**config.mk**
```make
export PLATFORM = sky130hd
export DESIGN_NAME = vcve2_vrf_agu
export DESIGN_NICKNAME = d
export VERILOG_FILES = /design/src/rtl/vcve2_vrf_agu.sv
export SDC_FILE = /design/constraint.sdc
export NUM_CORES = 1
export LEC_CHECK = 0
export ABC_AREA = 1
export BUFFER_PORTS_ARGS = -buffer_cell sky130_fd_sc_hd__buf_2
export CORE_MARGIN = 3
export CORE_UTILIZATION = 55
export CTS_CLUSTER_DIAMETER = 50
export DETAILED_ROUTE_END_ITERATION = 8
export PLACE_DENSITY = 0.76
export SYNTH_ARGS = -nofsm -noshare
export SYNTH_HDL_FRONTEND = slang
export SYNTH_SLANG_ARGS = --single-unit
export TNS_END_PERCENT = 10
```
**constraint.sdc**
```tcl
create_clock -name clk_i -period 3.7 [get_ports clk_i]
set_input_delay 0.185 -clock clk_i [delete_from_list [all_inputs] [get_ports clk_i]]
set_output_delay 0.185 -clock clk_i [all_outputs]
set_load 0.05 [all_outputs]
```
**src/rtl/vcve2_vrf_agu.sv**
```systemverilog
// Vector register file address generator: walks the words of the vs1/vs2/vd
// register groups in data memory for one vector operation.
module vcve2_vrf_agu #(
    parameter int unsigned VLEN     = 128,
    parameter logic [31:0] VRF_BASE = 32'h0000_1000
) (
    input  logic        clk_i,
    input  logic        rst_ni,
    input  logic        load_i,
    input  logic        get_rs1_i,
    input  logic        get_rs2_i,
    input  logic        get_rd_i,
    input  logic        incr_i,
    input  logic [4:0]  vs1_i,
    input  logic [4:0]  vs2_i,
    input  logic [4:0]  vd_i,
    input  logic [2:0]  lmul_i,
    input  logic [1:0]  sew_i,
    input  logic [31:0] vl_i,
    output logic [31:0] addr_o,
    output logic        busy_o,
    output logic        last_o,
    output logic        done_o,
    output logic        err_o
);

    localparam int unsigned WPR = VLEN / 32;

    typedef enum logic [1:0] {
        ST_IDLE,
        ST_ACTIVE,
        ST_DONE
    } state_t;

    state_t      r_state;
    state_t      w_state_nxt;
    logic [31:0] r_base_rs1;
    logic [31:0] r_base_rs2;
    logic [31:0] r_base_rd;
    logic [31:0] r_offset;
    logic [31:0] r_nwords;
    logic        r_err;

    logic [3:0]  w_lmul;
    logic [3:0]  w_mask;
    logic [1:0]  w_sew_shift;
    logic [34:0] w_bytes;
    logic [34:0] w_words_raw;
    logic [34:0] w_cap;
    logic [31:0] w_nwords;
    logic        w_misalign;
    logic        w_at_last;
    logic [31:0] w_base_sel;

    function automatic logic [31:0] f_base(input logic [4:0] x);
        return VRF_BASE + ({27'b0, x} * 32'(WPR * 4));
    endfunction

    // Operand decode; length is kept at 35 bits so huge vl never wraps before the clamp.
    always_comb begin
        w_lmul = 4'd1;
        case (lmul_i)
            3'd1:    w_lmul = 4'd2;
            3'd2:    w_lmul = 4'd4;
            3'd3:    w_lmul = 4'd8;
            default: w_lmul = 4'd1;
        endcase
        w_sew_shift = 2'd2;
        case (sew_i)
            2'd0:    w_sew_shift = 2'd0;
            2'd1:    w_sew_shift = 2'd1;
            default: w_sew_shift = 2'd2;
        endcase
        w_bytes     = {3'b0, vl_i} << w_sew_shift;
        w_words_raw = (w_bytes + 35'd3) >> 2;
        w_cap       = 35'(WPR) * {31'b0, w_lmul};
        w_nwords    = (w_words_raw < w_cap) ? w_words_raw[31:0] : w_cap[31:0];
        w_mask      = w_lmul - 4'd1;
        w_misalign  = |(vs1_i[3:0] & w_mask) | |(vs2_i[3:0] & w_mask)
                    | |(vd_i[3:0] & w_mask);
    end

    assign w_at_last = (r_offset == r_nwords - 32'd1);

    always_ff @(posedge clk_i or negedge rst_ni) begin
        if (!rst_ni) begin
            r_state <= ST_IDLE;
        end else begin
            r_state <= w_state_nxt;
        end
    end

    always_comb begin
        w_state_nxt = r_state;
        busy_o      = 1'b0;
        last_o      = 1'b0;
        done_o      = 1'b0;
        unique case (r_state)
            ST_IDLE: begin
            end
            ST_ACTIVE: begin
                busy_o = 1'b1;
                last_o = w_at_last;
                if (incr_i && w_at_last) begin
                    w_state_nxt = ST_DONE;
                end
            end
            ST_DONE: begin
                done_o      = 1'b1;
                w_state_nxt = ST_IDLE;
            end
            default: w_state_nxt = ST_IDLE;
        endcase
        // A new load restarts from any state, overriding a pending advance.
        if (load_i) begin
            w_state_nxt = (w_nwords != 32'd0) ? ST_ACTIVE : ST_DONE;
        end
    end

    always_ff @(posedge clk_i or negedge rst_ni) begin
        if (!rst_ni) begin
            r_base_rs1 <= '0;
            r_base_rs2 <= '0;
            r_base_rd  <= '0;
            r_offset   <= '0;
            r_nwords   <= '0;
            r_err      <= 1'b0;
        end else if (load_i) begin
            r_base_rs1 <= f_base(vs1_i);
            r_base_rs2 <= f_base(vs2_i);
            r_base_rd  <= f_base(vd_i);
            r_offset   <= '0;
            r_nwords   <= w_nwords;
            r_err      <= w_misalign;
        end else if (r_state == ST_ACTIVE && incr_i && !w_at_last) begin
            r_offset <= r_offset + 32'd1;
        end
    end

    always_comb begin
        if (get_rd_i) begin
            w_base_sel = r_base_rd;
        end else if (get_rs2_i) begin
            w_base_sel = r_base_rs2;
        end else begin
            w_base_sel = r_base_rs1;
        end
    end

    assign addr_o = w_base_sel + (r_offset << 2);
    assign err_o  = r_err;

endmodule

```
**Yosys cells after proc, flatten, opt, wreduce, memory -nomap -nowiden**

Cells that the tools add are included.

- Output and inout port bits: 36
- Logic and storage cells: 57
- Flip-flop bits (word level): 163
- Bits of input ports: 59

- Reduce and logical (&&, ||, !) cells: 12
- Add/subtract/negate cells: 8
- Multiplexer cells: 14
- Eq/ne operators: 9
- Shifts and indexed selects: 1
- Bitwise operators: 5
- $lt $le $gt $ge: 1

Operators by type and width:

| kind | count |
|---|---|
| $mux W32 | 5 |
| $add A13 B9 Y14 const A | 3 |
| $add A35 B2 Y35 const B | 1 |
| $shl A32 B2 Y35 | 1 |
| $lt A33 B6 Y1 | 1 |
| $add A32 B1 Y32 const B | 1 |
| $add A32 B32 Y32 | 1 |
| $eq A32 B32 Y1 | 1 |
| $reduce_bool A32 Y1 | 1 |
| $sub A32 B1 Y32 const B | 1 |
| $and A4 B4 Y4 | 3 |
| $pmux W4 S3 | 1 |
| $reduce_or A4 Y1 | 3 |
| $pmux W2 S2 | 2 |
| $eq A3 B2 Y1 const B | 2 |
| $mux W2 | 3 |
| $eq A2 B1 Y1 const B | 2 |
| $logic_not A2 Y1 | 2 |
| $sub A4 B1 Y4 const B | 1 |
| $eq A3 B1 Y1 const B | 1 |
| $logic_and A1 B1 Y1 | 3 |
| $mux W1 | 3 |
| $ne A3 B3 Y1 const B | 1 |
| $eq A2 B2 Y1 const B | 1 |
| other kinds (5) | 6 |

**Longest topological paths before layout**

Gate-level depths: netlist of the first run.

- Depth in word-level cells: 9
- Depth in mapped cells: 24
- Gate-level depth less buffers: 23

**Worst setup path after synthesis of the first run**

Ideal clock, no wire load.

- Kind: input -> output
- Start: input get_rs2_i
- End: output addr_o[26]
- Slack: 226 ps
- Data arrival time: 3,289 ps
- Buffers on the path: 1
- Data required time: 3,515 ps
- Stages: 15
- Cells stage by stage: clkbuf_1 -> o211ai_1 -> o21ai_0 -> ha_1 -> inv_1 -> fa_1 -> o21ai_0 -> nand3_1 -> nand2_1 -> nand4_1 -> a21oi_1 -> nand3_1 -> nor2_1 -> nand3_1 -> xor2_1

- Cells in the longest elaborated chain, start to end: 3

RTL lines:

| what | RTL line | RTL |
|---|---|---|
| start, declared | 11 | `input logic get_rs2_i,` |
| $mux W32 | 143 | `end else if (get_rs2_i) begin` |
| $mux W32 | 141 | `if (get_rd_i) begin` |
| $add A32 B32 Y32 | 150 | `assign addr_o = w_base_sel + (r_offset << 2);` |
| end, declared | 20 | `output logic [31:0] addr_o,` |

No other way between the ends.

**Final worst setup path of the first run**

- Start: register r_base_rs2[4]
- End: output addr_o[28]

- Cells in the longest elaborated chain, start to end: 3

RTL lines:

| what | RTL line | RTL |
|---|---|---|
| start, declared | 38 | `logic [31:0] r_base_rs2;` |
| start signal, assigned | 130 | `r_base_rs2 <= f_base(vs2_i);` |
| $mux W32 | 143 |  |
| $mux W32 | 141 |  |
| $add A32 B32 Y32 | 150 |  |

No other way between the ends.

==> out/metrics.yaml, run 1 <==
status:
  status: "finished clean"
timing:
  hold_slack_ns: 0.0506
  drv_slew: 0
  tns_ns: 0
  slew_headroom: 0.436
  max_freq_mhz: 286
  rsz0062_at_grt: "no"
  finalSetupViolations: 0
  tightest_slew_ns: 0.846
  period_needed_ns: 3.49
  fin_crit_sh: 0.944
  finalHoldViolCount: 0
  fin_skew_ns: 0.0125
min_path:
  hold_path_end: "r_base_rd[7]$_DFFE_PN0P_"
  hp-start: "vd_i[3]"
  hp-class: "primary input to flop"
  hold-path-cell-count: 3
logic_synthesis:
  synth_top_area_share: 0.248
  syn_avg_cell_area_um2: 6.04
  yosys-mux-area-fraction: 0
  synth.cell_area_um2: 8360
  synth-compound-area-share: 0.0613
  synth_edf_count: 0
  ys.flop_type: "dfrtp_1"
  synthArstFlopShare: 1.00
  yosys.area_share.simple: 0.450
  yosysWarnings: 0
  synth.yosys.seq_area_share: 0.248
  ys_types: 47
  synth_fa_ha_area_frac: 0.0189
  synth_most_common_cell: "nand2_1"
  synth_top_area_cell: "dfrtp_1"
  ys_top_cells_by_count: "nand2_1 (444), nor2_1 (201), inv_1 (161), nand3_1 (106), dfrtp_1 (83)"
  synth_top_family_by_area: "simple AND/OR/NAND/NOR gates"
  synth-xor-area-share: 0.112
  ys_ff_latch: 83
  synth_area_leaders: "dfrtp_1 (25%), nand2_1 (20%), nor2_1 (9.0%), xor2_1 (8.5%), inv_1 (7.2%)"
  syn_inst: 1385
global_routing:
  grt_pass1_vias: 7778
  gr-max-usage-layer: "met2"
  grt_pass1_wl_um: 37700
  antenna_found_initial: 0
  grt_start_max_net_pins: 85
  use_met2: 0.430
  grt_overflow: 0
  met1_usage: 0.412
  grtUsageMet3: 0.0400
  gr-usage-all-layers: 0.276
power_and_ir_drop:
  seqPwrFrac: 0.382
  p_per_area_nw_per_um2: 272
  p_sw_frac: 0.347
  clock_power_share: 0.348
  p_sw_uw: 867
  vdd_ir_drop_max_mv: 0.281
  p_leak_uw: 0.00484
  p_int_uw: 1630
  comb_power_share: 0.269
  total_power_uw: 2500
setup_path:
  end_kind: "output port"
  crit_type: "flop to output port"
  crit_path_top_delay_cell: "fa_1"
  cpPeakStageDelay_ns: 0.42
  arrival_ns: 3.31
  critPathRequiredTime_ns: 3.51
  path_buf_inv: 3
  worstPathCellList: "inv_1 -> nand2_1 -> o211ai_1 -> o21ai_0 -> ha_1 -> inv_1 -> fa_1 -> o21ai_2 -> nand3_1 -> nand2_1 -> nand4_1 -> a21oi_2 -> nand3_1 -> nor3_1 -> xor2_1 -> buf_2"
  startpoint: "r_base_rs2[4]$_DFFE_PN0P_"
  r2r_setup_slack_ns: 0.51
  reg2reg_depth: 17
  startpoint_type: "flop"
  crit_fanout: 3
  r2r_end: "r_offset[7]$_DFFE_PN0P_"
  critPathTopFamily: "simple AND/OR/NAND/NOR gates"
  rr_startpoint: "r_nwords[2]$_DFFE_PN0P_"
layout:
  multi_input_area_um2: 5410
  design_area_um2: 9170
  area_growth_pct: 9.65
  seq_area_um2: 2080
  nets: 1514
  num_antenna_cells: 0
  num-fill-cells: 1448
  drive_above_1_share: 0.124
  final_util: 0.624
routing:
  routed_wl_um: 22600
  avgViaCountPerCell: 5.36
  drc: 0
  dr.pass1.iters: 6
  ant_nets: 0
  wire_per_inst_um: 13.9
  vias: 8748
  first_iter_violations: 820
clocking:
  clock_path_buffers: 2
  cts_tree: "yes"
  htree_num_levels: 3
  clock_sinks: 83
  cts_root_buf: "clkbuf_16"
  clk_pin_slew_ns: 0.06
  cts_buffers: 9
  clock_latency_ns: 0.35
  post-cts-setup-buffer-count: 0
die:
  fp.coreArea_um2: 14700
  die_y_um: 129
  io_pins: 95
  rows: 44
  die-area_um2: 16700
  start_util: 0.569
  die_width_um: 129
placed_design:
  hpwlAfterDp_um: 17500
  place_congestion: 0.931
  portBuffers: 91
  place_area_um2: 8840
run:
  cap_violations: 0
## how the worst max path moves through the flow
stage,end,slack [ns],cells after the start
2_1_floorplan,addr_o[26],0.23,15
3_3_place_gp,addr_o[26],0.31,16
3_5_place_dp,addr_o[26],0.25,16
5_1_grt,addr_o[26],0.01,17
4_1_cts,addr_o[26],0.03,16
6_report,addr_o[28],0.21,16
## routing by layer
layer,wire (µm),part of all wire
met5,0,0
met4,279,0.012
met1,10700,0.47
met2,10000,0.44
met3,1590,0.070
## state kept, by name (all words and copies together) (netlist names)
register and flops:
r_base_rs1 5, r_offset 32, r_base_rd 6, r_state 2, r_base_rs2 5, r_nwords 32
err_o 1
## cell families after synthesis
group | Yosys count
AOI/OAI and AO/OA | 90
xor gates and xnor gates | 107
adders and majority gates | 12
buffers and inverters | 222
DFF | 83
other | 1
and+or+nand+nor | 870
## timing repair
item                                    CTS  global route
hold buffers                              1             0
gates resized for setup                   0            16
endpoints found under the setup margin    0            18
endpoints found under the hold margin    55             0
## cell type report
| class | instances | area share |
|---|---|---|
| clock buffer | 13 | 0.0284 |
| clock inverter | 3 | 0.00232 |
| inverter | 168 | 0.0693 |
| multi-input combinational | 1081 | 0.590 |
| sequential | 83 | 0.226 |
| tap | 184 | 0.0251 |
| timing repair buffer | 100 | 0.0587 |
## placed cells by master, fill, tap and decap left out, types with 18 or more instances in the layout
cell type | Yosys | final
inv_1 | 161 | 161
nor2_1 | 201 | 198
buf_2 | 10 | 86
nand2_1 | 444 | 443
xnor2_1 | 26 | 26
o21ai_0 | 37 | 35
nand4_1 | 18 | 18
dfrtp_1 | 83 | 83
nor3_1 | 29 | 28
nand3_1 | 106 | 106
xor2_1 | 81 | 81
## power groups by stage
stage / Sequential, µW / Clock (µW) / Combinational, µW
6_report: 955 / 870 / 673
5_1_grt: 959 / 906 / 762
4_1_cts: 955 / 878 / 665
3_5_place_dp: 971 / 0 / 661
3_3_place_gp: 971 / 0 / 651
2_1_floorplan: 970 / 0 / 501
## through the flow
stage          worst slack [ns]  std cells
3_3_place_gp              0.314       1615
5_1_grt                  0.0146       1632
3_5_place_dp              0.254       1615
2_1_floorplan             0.226       1386
6_report                  0.209       1632
4_1_cts                  0.0306       1632
## tightest hold or removal path, delay by kind of cell
kind | cells | cell delay, ns
buffers and inverters | 1 | 0.07
and+or+nand+nor | 1 | 0.04
AOI/OAI and AO/OA | 1 | 0.06
Power figures use the tool's default switching activity.
==> inputs of run 2 (changes only) <==
- CELL_PAD_IN_SITES_DETAIL_PLACEMENT: default -> 0
- CELL_PAD_IN_SITES_GLOBAL_PLACEMENT: default -> 1
- CORE_UTILIZATION: 55 -> 42
- PLACE_DENSITY: 0.76 -> default
- PLACE_DENSITY_LB_ADDON: default -> 0.1
- RECOVER_POWER: default -> 50
==> out/metrics.yaml, run 2 (same netlist as run 1, synthesis figures left out) <==
status:
  status: "finished with violations"
  violations: "capacitance limit, slew limit"
routing:
  dr.pass1.iters: 5
  first_iter_violations: 594
  wire_per_inst_um: 14.4
  drc: 0
  vias: 8550
  avgViaCountPerCell: 4.98
  ant_nets: 0
  routed_wl_um: 24700
setup_path:
  worstPathCellList: "inv_1 -> nand2_1 -> o211ai_1 -> o21ai_0 -> ha_1 -> a21oi_1 -> inv_1 -> a31oi_1 -> o21ai_1 -> inv_1 -> nor2_1 -> a31oi_1 -> buf_4 -> nor2_1 -> xor2_1 -> buf_2"
  reg2reg_depth: 19
  crit_fanout: 4
  startpoint_type: "flop"
  crit_type: "flop to output port"
  crit_path_top_delay_cell: "dfrtp_1"
  cpPeakStageDelay_ns: 0.36
  critPathRequiredTime_ns: 3.51
  arrival_ns: 3.34
  end_kind: "output port"
  crit_top_cell: "inv_1"
die:
  rows: 50
  die_width_um: 147
  io_pins: 95
  fp.coreArea_um2: 19100
  die_y_um: 147
  start_util: 0.437
  die-area_um2: 21600
timing:
  max_freq_mhz: 284
  tightest_slew_ns: 1.81
  hold_slack_ns: 0.0402
  drv_slew: 152
  fin_skew_ns: 0.00805
  slew_headroom: -0.206
  tns_ns: 0
  finalSetupViolations: 0
  fin_crit_sh: 0.952
  period_needed_ns: 3.52
  finalHoldViolCount: 0
min_path:
  hold-path-cell-count: 3
  hp-class: "primary input to flop"
clocking:
  hold_buffers: 0
  cts_tree: "yes"
  cts_root_buf: "clkbuf_16"
  htree_num_levels: 3
  clk_pin_slew_ns: 0.06
  clock_latency_ns: 0.35
  clock_path_buffers: 2
  clock_sinks: 83
  cts_buffers: 9
layout:
  multi_input_area_um2: 5420
  area_growth_pct: 12.0
  nets: 1522
  num_antenna_cells: 0
  seq_area_um2: 2080
  design_area_um2: 9370
  top_regs: "r_nwords: 32 flops, r_offset: 32 flops, r_base_rd: 6 flops"
  drive_above_1_share: 0.133
  final_cell_mix: "nand2_1 (442), nor2_1 (197), inv_1 (161)"
  final_common_cell: "nand2_1"
  num-fill-cells: 2120
  final_util: 0.489
run:
  cap_violations: 2
global_routing:
  antenna_found_initial: 0
  grt_pass1_vias: 7820
  grt_pass1_wl_um: 40800
  gr-usage-all-layers: 0.230
  grt_start_max_net_pins: 85
  grt_overflow: 0
placed_design:
  portBuffers: 91
  place_congestion: 0.893
  place_area_um2: 8990
  hpwlAfterDp_um: 19400
power_and_ir_drop:
  total_power_uw: 2590
  p_per_area_nw_per_um2: 277
  p_leak_uw: 0.00489
  vdd_ir_drop_max_mv: 0.226
[run 2: critical path, delay by kind of cell, from the launching register on]
kind / cells / cell delay (ns)
xor+xnor: 1 / 0.31
flops: 1 / 0.36
simple gates: 3 / 0.16
compound gates: 6 / 1.05
fa+ha+maj: 1 / 0.34
buf+inv: 5 / 0.76
[run 2: final timing paths]
path	from	end	slack, ns
worst min-delay path	vs1_i[4]	r_base_rs1[8]$_DFFE_PN0P_	0.04
worst max register to register	r_nwords[0]$_DFFE_PN0P_	r_offset[29]$_DFFE_PN0P_	0.46
worst min register to register	r_base_rs1[4]$_DFFE_PN0P_	r_base_rs1[4]$_DFFE_PN0P_	0.48
worst max-delay path	r_base_rs2[6]$_DFFE_PN0P_	addr_o[21]	0.18
min in group asynchronous	rst_ni	err_o$_DFFE_PN0P_	0.31
max in group asynchronous	rst_ni	r_offset[25]$_DFFE_PN0P_	1.70
[run 2: power breakdown]
group,internal [µW],switching [µW]
sequential,933,25.1
combinational,206,475
clock,563,391
total,1700,891
[run 2: cell type report]
type	count	share of cell area
Multi-Input combinational cell	1081	0.579
Sequential cell	83	0.222
Inverter	168	0.0679
Timing Repair Buffer	108	0.0632
Tap cell	260	0.0347
Clock buffer	11	0.0270
Clock inverter	5	0.00641
[run 2: timing repair]
item,CTS,global route
gates cloned,0,0
setup buffers,0,1
setup endpoints to repair,5,45
gates resized for setup,4,21
pin swaps,0,2
hold endpoints to repair,0,0
[run 2: per-layer routing]
| layer | up-vias | part of all wire | track usage |
|---|---|---|---|
| met1 | 3886 | 0.50 | 0.343 |
| met2 | 219 | 0.42 | 0.351 |
| met3 | 20 | 0.065 | 0.0466 |
| met5 | - | 0 | 0 |
| met4 | 0 | 0.0090 | 0.0363 |
| li1 | 4425 | - | - |
[run 2: stage by stage]
stage,instances,setup slack [ns]
floorplan,1386,0.226
global placement,1699,0.223
detailed placement,1699,0.218
CTS,1715,0.0306
global route,1716,-0.0363
finish,1716,0.179
==> inputs of run 3 (changes only) <==
- REMOVE_ABC_BUFFERS: default -> 1
==> out/metrics.yaml, run 3 (same netlist as run 1, synthesis figures left out) <==
layout:
  num-fill-cells: 2134
  fin_cells: 1716
  top_regs: "r_nwords: 32 flops, r_offset: 32 flops, r_base_rd: 6 flops"
  final_cell_mix: "nand2_1 (443), nor2_1 (198), inv_1 (162)"
  final_util: 0.488
  final_common_cell: "nand2_1"
  num_antenna_cells: 0
  drive_above_1_share: 0.129
  area_growth_pct: 11.7
  nets: 1522
timing:
  period_needed_ns: 3.41
  fin_crit_sh: 0.923
  finalSetupViolations: 0
  tns_ns: 0
  rsz0062_at_grt: "yes"
  finalHoldViolCount: 0
  hold_slack_ns: 0.0371
  drv_slew: 111
  slew_headroom: -0.219
  max_freq_mhz: 293
  fin_ws_ns: 0.285
  tightest_slew_ns: 1.83
  fin_skew_ns: 0.00600
power_and_ir_drop:
  p_sw_uw: 930
  p_per_area_nw_per_um2: 272
  p_sw_frac: 0.366
  seqPwrFrac: 0.376
  p_int_uw: 1610
  vdd_ir_drop_max_mv: 0.223
  clock_power_share: 0.350
  comb_power_share: 0.274
  p_leak_uw: 0.00488
clocking:
  htree_num_levels: 3
  cts_root_buf: "clkbuf_16"
  clock_sinks: 83
  clock_latency_ns: 0.34
  cts_buffers: 9
  cts_tree: "yes"
  clock_path_buffers: 2
  clk_pin_slew_ns: 0.07
routing:
  wire_per_inst_um: 14.1
  avgViaCountPerCell: 4.97
  vias: 8526
  first_iter_violations: 568
  dr.pass1.iters: 5
  ant_nets: 0
  routed_wl_um: 24200
  drc: 0
die:
  die-area_um2: 21600
  rows: 50
  fp.coreArea_um2: 19100
  start_util: 0.437
  die_y_um: 147
  io_pins: 95
  die_width_um: 147
setup_path:
  path_buf_inv: 4
  cpPeakStageDelay_ns: 0.39
  crit_type: "flop to output port"
  critPathRequiredTime_ns: 3.51
  crit_path_top_delay_cell: "fa_1"
  critPathTopFamily: "compound AO/OA/AOI/OAI gates"
  crit_top_cell: "nand2_1"
  worstPathCellList: "inv_1 -> nand2_1 -> o211ai_1 -> o21ai_0 -> ha_1 -> inv_1 -> fa_1 -> o21ai_1 -> nand3_1 -> nand2_1 -> nand4_1 -> a21oi_2 -> buf_4 -> nand2_1 -> nor2_1 -> xor2_1 -> buf_2"
  startpoint_type: "flop"
  crit_fanout: 4
  end_kind: "output port"
  arrival_ns: 3.23
status:
  violations: "capacitance limit, slew limit"
  status: "finished with violations"
min_path:
  hp-class: "primary input to flop"
global_routing:
  grt_start_max_net_pins: 64
  antenna_found_initial: 0
  grt_pass1_vias: 7682
  gr-usage-all-layers: 0.223
  grt_pass1_wl_um: 39700
  grt_overflow: 0
placed_design:
  hpwlAfterDp_um: 19000
  portBuffers: 91
  dp.cells: 1697
  place_congestion: 0.896
  dpl_worst_slack_ns: 0.227
run:
  cap_violations: 2
run 3: area by class of cell:
class | instances | area (µm²) | share of cell area
inverter | 168 | 636 | 0.0681
sequential | 83 | 2080 | 0.222
clock buffer | 9 | 225 | 0.0241
timing repair buffer | 108 | 603 | 0.0646
multi-input combinational | 1081 | 5410 | 0.580
clock inverter | 7 | 60.1 | 0.00643
tap | 260 | 325 | 0.0348
run 3: stage by stage:
step | total power (µW) | cell area (µm²)
2_1_floorplan | 1430 | 8090
3_3_place_gp | 1660 | 8990
3_5_place_dp | 1660 | 8990
4_1_cts | 2560 | 9280
5_1_grt | 2700 | 9340
6_report | 2540 | 9340
run 3: power by group through the flow:
stage                     Clock (µW)  Combinational [µW]  Sequential, µW
after floorplan                    0                 445             983
after global placement             0                 686             972
after detailed placement           0                 689             973
after CTS                        913                 694             955
after global routing             951                 791             959
final                            890                 695             956
run 3: per-layer routing:
layer / global-route usage / share of wire / up-vias
li1: - / - / 4441
met1: 0.354 / 0.53 / 3906
met2: 0.326 / 0.42 / 165
met3: 0.0330 / 0.046 / 14
met4: 0.0289 / 0.0069 / 0
met5: 0 / 0 / -
run 3: what timing repair did:
item                       CTS  global route
hold buffers                 1             0
hold endpoints to repair    27             0
setup buffers                0             2
setup endpoints to repair    1            35
gates resized for setup      1            15
pin swaps                    0             1
run 3: final timing paths:
check / start / endpoint / slack, ns / depth (start not counted)
setup / recovery: r_base_rs2[4]$_DFFE_PN0P_ / addr_o[20] / 0.29 / 17
hold / removal: vs1_i[3] / r_base_rs1[7]$_DFFE_PN0P_ / 0.04 / 3
setup reg to reg: r_nwords[0]$_DFFE_PN0P_ / r_offset[1]$_DFFE_PN0P_ / 0.44 / 19
hold reg to reg: r_base_rs1[4]$_DFFE_PN0P_ / r_base_rs1[4]$_DFFE_PN0P_ / 0.47 / 2
max in group asynchronous: rst_ni / r_base_rd[4]$_DFFE_PN0P_ / 1.74 / 3
min in group asynchronous: rst_ni / r_nwords[20]$_DFFE_PN0P_ / 0.82 / 2
run 3: worst register-to-register path, stage by stage, from the launching register on:
cell	delay, ns
dfrtp_1	0.41
inv_1	0.10
ha_1	0.21
inv_1	0.06
nor2_1	0.19
nand2_2	0.15
inv_1	0.10
nand2_1	0.13
nor3_2	0.24
nand2_1	0.15
nor2_1	0.14
xor2_1	0.19
nand4_1	0.11
nor2_1	0.19
nand2_1	0.09
nand3_2	0.09
nand2_2	0.20
buf_12	0.28
nand3_1	0.08
nand2_1	0.07
